==> src/rtl/artemis_rst_sequencer.sv <==
// -----------------------------------------------------------------------------
// artemis_rst_sequencer
//
// Purpose:
//   Consumer side of the clock generator's lock interface. Runs on the
//   free-running board clock (never on a PLL output), pulses the PLL reset,
//   waits for a stable lock and only then releases the system reset.
//   A PLL that fails to lock within LOCK_TIMEOUT cycles is re-pulsed; a lock
//   drop while running triggers a full re-sequence. Both kinds of event are
//   tallied in saturating counters.
//
// Ports:
//   clk              in   1          free-running board clock
//   rst              in   1          synchronous, active-high reset
//   pll_locked       in   1          PLL lock, asynchronous to clk
//   clear_counts     in   1          synchronous clear of both event counters
//   pll_rst          out  1          reset to the PLL, active-high
//   sys_rst          out  1          system reset, active-high
//   ready            out  1          high only while in RUN
//   state            out  2          0 PLL_RESET, 1 WAIT_LOCK, 2 HOLD, 3 RUN
//   timeout_count    out  CNT_WIDTH  lock-timeout events, saturating
//   lock_loss_count  out  CNT_WIDTH  lock drops while in RUN, saturating
//
// There is no valid/ready handshake on this block: 'ready' is a level status
// flag meaning "clocks are good and sys_rst is released", nothing more.
// -----------------------------------------------------------------------------
module artemis_rst_sequencer #(
   parameter int unsigned PLL_RST_CYCLES = 16,
   parameter int unsigned LOCK_TIMEOUT   = 100000,
   parameter int unsigned HOLD_CYCLES    = 256,
   parameter int unsigned CNT_WIDTH      = 8
) (
   input  logic                 clk,
   input  logic                 rst,
   input  logic                 pll_locked,
   input  logic                 clear_counts,
   output logic                 pll_rst,
   output logic                 sys_rst,
   output logic                 ready,
   output logic [1:0]           state,
   output logic [CNT_WIDTH-1:0] timeout_count,
   output logic [CNT_WIDTH-1:0] lock_loss_count
);

   // One shared timer, sized for the longest of the three intervals.
   localparam int unsigned MAX_AB  = (PLL_RST_CYCLES > LOCK_TIMEOUT) ? PLL_RST_CYCLES : LOCK_TIMEOUT;
   localparam int unsigned MAX_CYC = (MAX_AB > HOLD_CYCLES) ? MAX_AB : HOLD_CYCLES;
   localparam int unsigned TW      = $clog2(MAX_CYC) + 1;

   localparam logic [TW-1:0] PLL_LAST  = TW'(PLL_RST_CYCLES - 1);
   localparam logic [TW-1:0] LOCK_LAST = TW'(LOCK_TIMEOUT - 1);
   localparam logic [TW-1:0] HOLD_LAST = TW'(HOLD_CYCLES - 1);

   localparam logic [CNT_WIDTH-1:0] CNT_MAX = {CNT_WIDTH{1'b1}};

   typedef enum logic [1:0] {
      ST_PLL_RESET = 2'd0,
      ST_WAIT_LOCK = 2'd1,
      ST_HOLD      = 2'd2,
      ST_RUN       = 2'd3
   } state_e;

   state_e               state_q, state_d;
   logic [TW-1:0]        timer_q, timer_d;
   logic                 sync1_q, locked_s_q;
   logic                 pll_rst_q, sys_rst_q, ready_q;
   logic [CNT_WIDTH-1:0] timeout_cnt_q, timeout_cnt_d;
   logic [CNT_WIDTH-1:0] loss_cnt_q, loss_cnt_d;
   logic                 timeout_evt, loss_evt;

   // --------------------------------------------------------------------------
   // Two-flop synchronizer for the asynchronous lock signal. The FSM only ever
   // looks at locked_s_q.
   // --------------------------------------------------------------------------
   always_ff @(posedge clk) begin
      if (rst) begin
         sync1_q    <= 1'b0;
         locked_s_q <= 1'b0;
      end else begin
         sync1_q    <= pll_locked;
         locked_s_q <= sync1_q;
      end
   end

   // --------------------------------------------------------------------------
   // State register, timer, counters and registered output decodes.
   // --------------------------------------------------------------------------
   always_ff @(posedge clk) begin
      if (rst) begin
         state_q       <= ST_PLL_RESET;
         timer_q       <= '0;
         pll_rst_q     <= 1'b1;
         sys_rst_q     <= 1'b1;
         ready_q       <= 1'b0;
         timeout_cnt_q <= '0;
         loss_cnt_q    <= '0;
      end else begin
         state_q       <= state_d;
         timer_q       <= timer_d;
         // Decoded from the next state so the outputs switch on the same edge
         // as the state and come straight from flops.
         pll_rst_q     <= (state_d == ST_PLL_RESET);
         sys_rst_q     <= (state_d != ST_RUN);
         ready_q       <= (state_d == ST_RUN);
         timeout_cnt_q <= timeout_cnt_d;
         loss_cnt_q    <= loss_cnt_d;
      end
   end

   // --------------------------------------------------------------------------
   // Next-state logic.
   // --------------------------------------------------------------------------
   always_comb begin
      state_d     = state_q;
      timeout_evt = 1'b0;
      loss_evt    = 1'b0;

      unique case (state_q)
         ST_PLL_RESET: begin
            if (timer_q == PLL_LAST) begin
               state_d = ST_WAIT_LOCK;
            end
         end
         ST_WAIT_LOCK: begin
            // Lock is tested first so a lock arriving on the timeout cycle wins.
            if (locked_s_q) begin
               state_d = ST_HOLD;
            end else if (timer_q == LOCK_LAST) begin
               state_d     = ST_PLL_RESET;
               timeout_evt = 1'b1;
            end
         end
         ST_HOLD: begin
            if (!locked_s_q) begin
               state_d = ST_WAIT_LOCK;
            end else if (timer_q == HOLD_LAST) begin
               state_d = ST_RUN;
            end
         end
         ST_RUN: begin
            if (!locked_s_q) begin
               state_d  = ST_PLL_RESET;
               loss_evt = 1'b1;
            end
         end
         default: begin
            state_d = ST_PLL_RESET;
         end
      endcase
   end

   // --------------------------------------------------------------------------
   // Timer and counter next values.
   // --------------------------------------------------------------------------
   always_comb begin
      timer_d = timer_q;
      if (state_d != state_q) begin
         timer_d = '0;
      end else if (state_q != ST_RUN) begin
         // RUN has no timed exit, so the timer parks there instead of wrapping.
         timer_d = timer_q + 1'b1;
      end

      timeout_cnt_d = timeout_cnt_q;
      loss_cnt_d    = loss_cnt_q;
      if (clear_counts) begin
         // Clear wins over a same-cycle increment.
         timeout_cnt_d = '0;
         loss_cnt_d    = '0;
      end else begin
         if (timeout_evt && (timeout_cnt_q != CNT_MAX)) begin
            timeout_cnt_d = timeout_cnt_q + 1'b1;
         end
         if (loss_evt && (loss_cnt_q != CNT_MAX)) begin
            loss_cnt_d = loss_cnt_q + 1'b1;
         end
      end
   end

   assign pll_rst         = pll_rst_q;
   assign sys_rst         = sys_rst_q;
   assign ready           = ready_q;
   assign state           = state_q;
   assign timeout_count   = timeout_cnt_q;
   assign lock_loss_count = loss_cnt_q;

endmodule

==> config.mk <==
export PLATFORM = sky130hd
export DESIGN_NAME = artemis_rst_sequencer
export DESIGN_NICKNAME = d
export VERILOG_FILES = /design/src/rtl/artemis_rst_sequencer.sv
export SDC_FILE = /design/constraint.sdc
export NUM_CORES = 1
export LEC_CHECK = 0
export ABC_AREA = 0
export BUFFER_PORTS_ARGS = -buffer_cell sky130_fd_sc_hd__buf_4
export CORE_MARGIN = 1.5
export CORE_UTILIZATION = 40
export CTS_BUF_LIST = sky130_fd_sc_hd__clkbuf_4 sky130_fd_sc_hd__clkbuf_8 sky130_fd_sc_hd__clkbuf_16
export CTS_CLUSTER_DIAMETER = 150
export DETAILED_ROUTE_END_ITERATION = 16
export GPL_ROUTABILITY_DRIVEN = 0
export PLACE_DENSITY = 0.68
export SLEW_MARGIN = 40
export SYNTH_ARGS = -nofsm -noshare
export SYNTH_HDL_FRONTEND = slang
export SYNTH_SLANG_ARGS = --single-unit
==> constraint.sdc <==
create_clock -name clk -period 4.9 [get_ports clk]
set_input_delay 0.245 -clock clk [delete_from_list [all_inputs] [get_ports clk]]
set_output_delay 0.245 -clock clk [all_outputs]
set_load 0.01 [all_outputs]
==> flow_summary.toml <==
[outcome]
outcome = "finished clean"

[finish]
fin_area_um2 = 2300
n_antenna_cell = 0
final_cell_mix = "41 x dfxtp_1, 27 x nor2_1, 24 x buf_4"
syn2layout_area_growth_pct = 17.9
drive_gt1_share_pct = 15.8
finalNonFillerCells = 320
finalNetCount = 260
final_common_cell = "dfxtp_1"

[route]
drt.antenna.violating_nets = 0
drt_wl_total_um = 3910
drcViolationCount = 0
viasPerCell = 5.28
vias = 1688
dr.first_iter.drc_count = 54
drt-pass1-iter-count = 4
wire_per_inst_um = 12.2

[logic_synthesis]
syn-mean-instance-area_um2 = 8.59
synth_cell_types = 39
synth_fp_nets = 234
synth-edff-count = 0
async_flop_share_pct = 0
ys_seq_area_share_pct = 42.1
yosysWarnings = 0
synthFlopType = "dfxtp_1"
synth.ff_latch_count = 41
netlist_area_um2 = 1950
syn_inst = 227

[clock_tree]
cts-buffers-inserted = 5
postCtsSetupBuffers = 0
clk_path_buf_depth = 2
cts_tree = "done"
clk_pin_slew_ns = 0.07
numClockSinks = 41
cts-root-buf = "clkbuf_8"
post_cts_resized = 0
cts.htree.levels = 2
postCtsHoldBufs = 0
clk_latency_ns = 0.29

[timing]
maxSlewViolCount = 0
setup_viol = 0
tns_ns = 0
hold_viol = 0
worst_slew_pin_slew_ns = 0.666
grt_setup_unrepaired = "false"
fin_crit_ns = 1.99
postLayoutSetupSlackWorst_ns = 2.91
timing.fmax_mhz = 503
finClkSkew_ns = 0.00758
relSlewSlack_pct = 55.3
finalCritPeriodShare_pct = 40.6

[job]
drv_cap = 0

[worst_setup_path]
timing.rr.end = "timer_q[4]"
slowest_stage = "or4_4"
worstRegToRegCells = 5
rr_startpoint = "timer_q[11]"
start_kind = "flop"
cp_cell_sequence = "or4_4 > nor4_2 > o21ai_0 > o21bai_2 > nor2_1"
required_ns = 5.07
timing_worst_setup_path_type = "reg2reg"
slowest_delay_ns = 0.58
worst-path-max-fanout = 7
crit_arrival_ns = 2.16
end_kind = "flop"
rrSetupSlack_ns = 2.91

[global_routing]
grt_max_degree = 17
grt_use_total_pct = 15.9
grt_pass1_wl_um = 6700
antenna_found_initial = 0
grt_pass1_vias = 1534
overflow = 0

[floorplan]
start_util_pct = 41.3
ios = 25
rows = 25
core_um2 = 4720
die_w_um = 72.8
die_height_um = 72.8
dieArea_um2 = 5300

[hold_path]
hold-path-endpoint = "sync1_q"
hp-start = "pll_locked"
hold_class = "in2reg"
whs_path_depth = 2

[place]
io_buffer_count = 24
dp.cells = 313
dpl-instance-area_um2 = 2200
dpl.hpwl_um = 2820
pre_cts_ws_ns = 2.92

[pwr]
ir_worst_vdd_v = 0.000168
p_leak_nw = 0.808
cellPowerDensity_nw_per_um2 = 267
-- report_power, final --
part / switching (W) / total [W] / leakage, nW / internal (W)
Combinational: 0.00000908 / 0.0000154 / 0.423 / 0.00000633
Sequential: 0.00000260 / 0.000338 / 0.331 / 0.000336
Clock: 0.000113 / 0.000261 / 0.0540 / 0.000148
-- cell usage after synthesis, types with 4 or more instances --
cell | instances | area [um2]
and4_1 | 5 | 43.8
o21ai_0 | 9 | 45.0
and3_1 | 5 | 31.3
nand2_1 | 16 | 60.1
nand4_1 | 7 | 43.8
nor2_1 | 27 | 101
nand3_1 | 10 | 50.1
nor3_1 | 10 | 50.1
clkbuf_1 | 5 | 18.8
inv_1 | 7 | 26.3
or4_1 | 4 | 30.0
or3_1 | 8 | 50.1
dfxtp_1 | 41 | 821
a21oi_1 | 17 | 85.1
xnor2_1 | 14 | 123
xor2_1 | 5 | 43.8
-- worst max-delay path by stage --
stage | from | endpoint | cells after the start
2_1_floorplan | timer_q[11] | timeout_count[5] | 5
3_5_place_dp | timer_q[11] | timer_q[4] | 5
5_1_grt | state[1] | timer_q[13] | 5
4_1_cts | timer_q[11] | timer_q[4] | 5
6_report | timer_q[11] | timer_q[4] | 5
3_3_place_gp | timer_q[11] | timeout_count[5] | 5
-- through the flow --
step	utilization (%)	hold slack (ns)	total power, W
after CTS	48.7	0.154	0.000623
after floorplan	-	0.317	0.000356
after detailed placement	46.5	0.434	0.000362
final	48.7	0.162	0.000615
after global placement	46.5	0.428	0.000362
after global routing	48.7	0.172	0.000637
-- logic make-up after synthesis --
group	Yosys count	share of synthesized area (%)
AND/OR/NAND/NOR	114	33.5
flip-flops	41	42.1
AO/OA/AOI/OAI	37	11.1
XOR/XNOR	19	8.53
adder cells (fa/ha/maj)	3	1.92
buffers and inverters	12	2.31
multiplexers	1	0.513
-- cell type report --
type	instances	area [um2]
fillers	465	2420
inverters	7	26.3
repair buffers	24	180
well taps	67	83.8
flip-flops and latches	41	821
clock buffers	5	68.8
multi-input cells	174	1080
clock inverters	2	35.0
-- state kept, by name, summed over array words and instances, names as in the netlist --
register / cells
lock_loss_count: 8
timeout_count: 8
state: 2
locked_s_q: 1
ready: 1
sync1_q: 1
pll_rst: 1
timer_q: 18
sys_rst: 1
-- routing by layer --
layer / GRT usage (%) / up-vias / wire length [um]
met4: 4.40 / 0 / 46
met3: 5.11 / 5 / 152
met5: 0 / - / 0
li1: - / 870 / -
met1: 20.0 / 789 / 1880
met2: 26.2 / 24 / 1840
-- worst max-delay path: cells and delay by family (launching register included) --
family          cells  cell delay (ns)
simple gates        3             1.06
compound gates      2             0.48
flops               1             0.34
No activity file was read; power rests on OpenSTA's default activity.
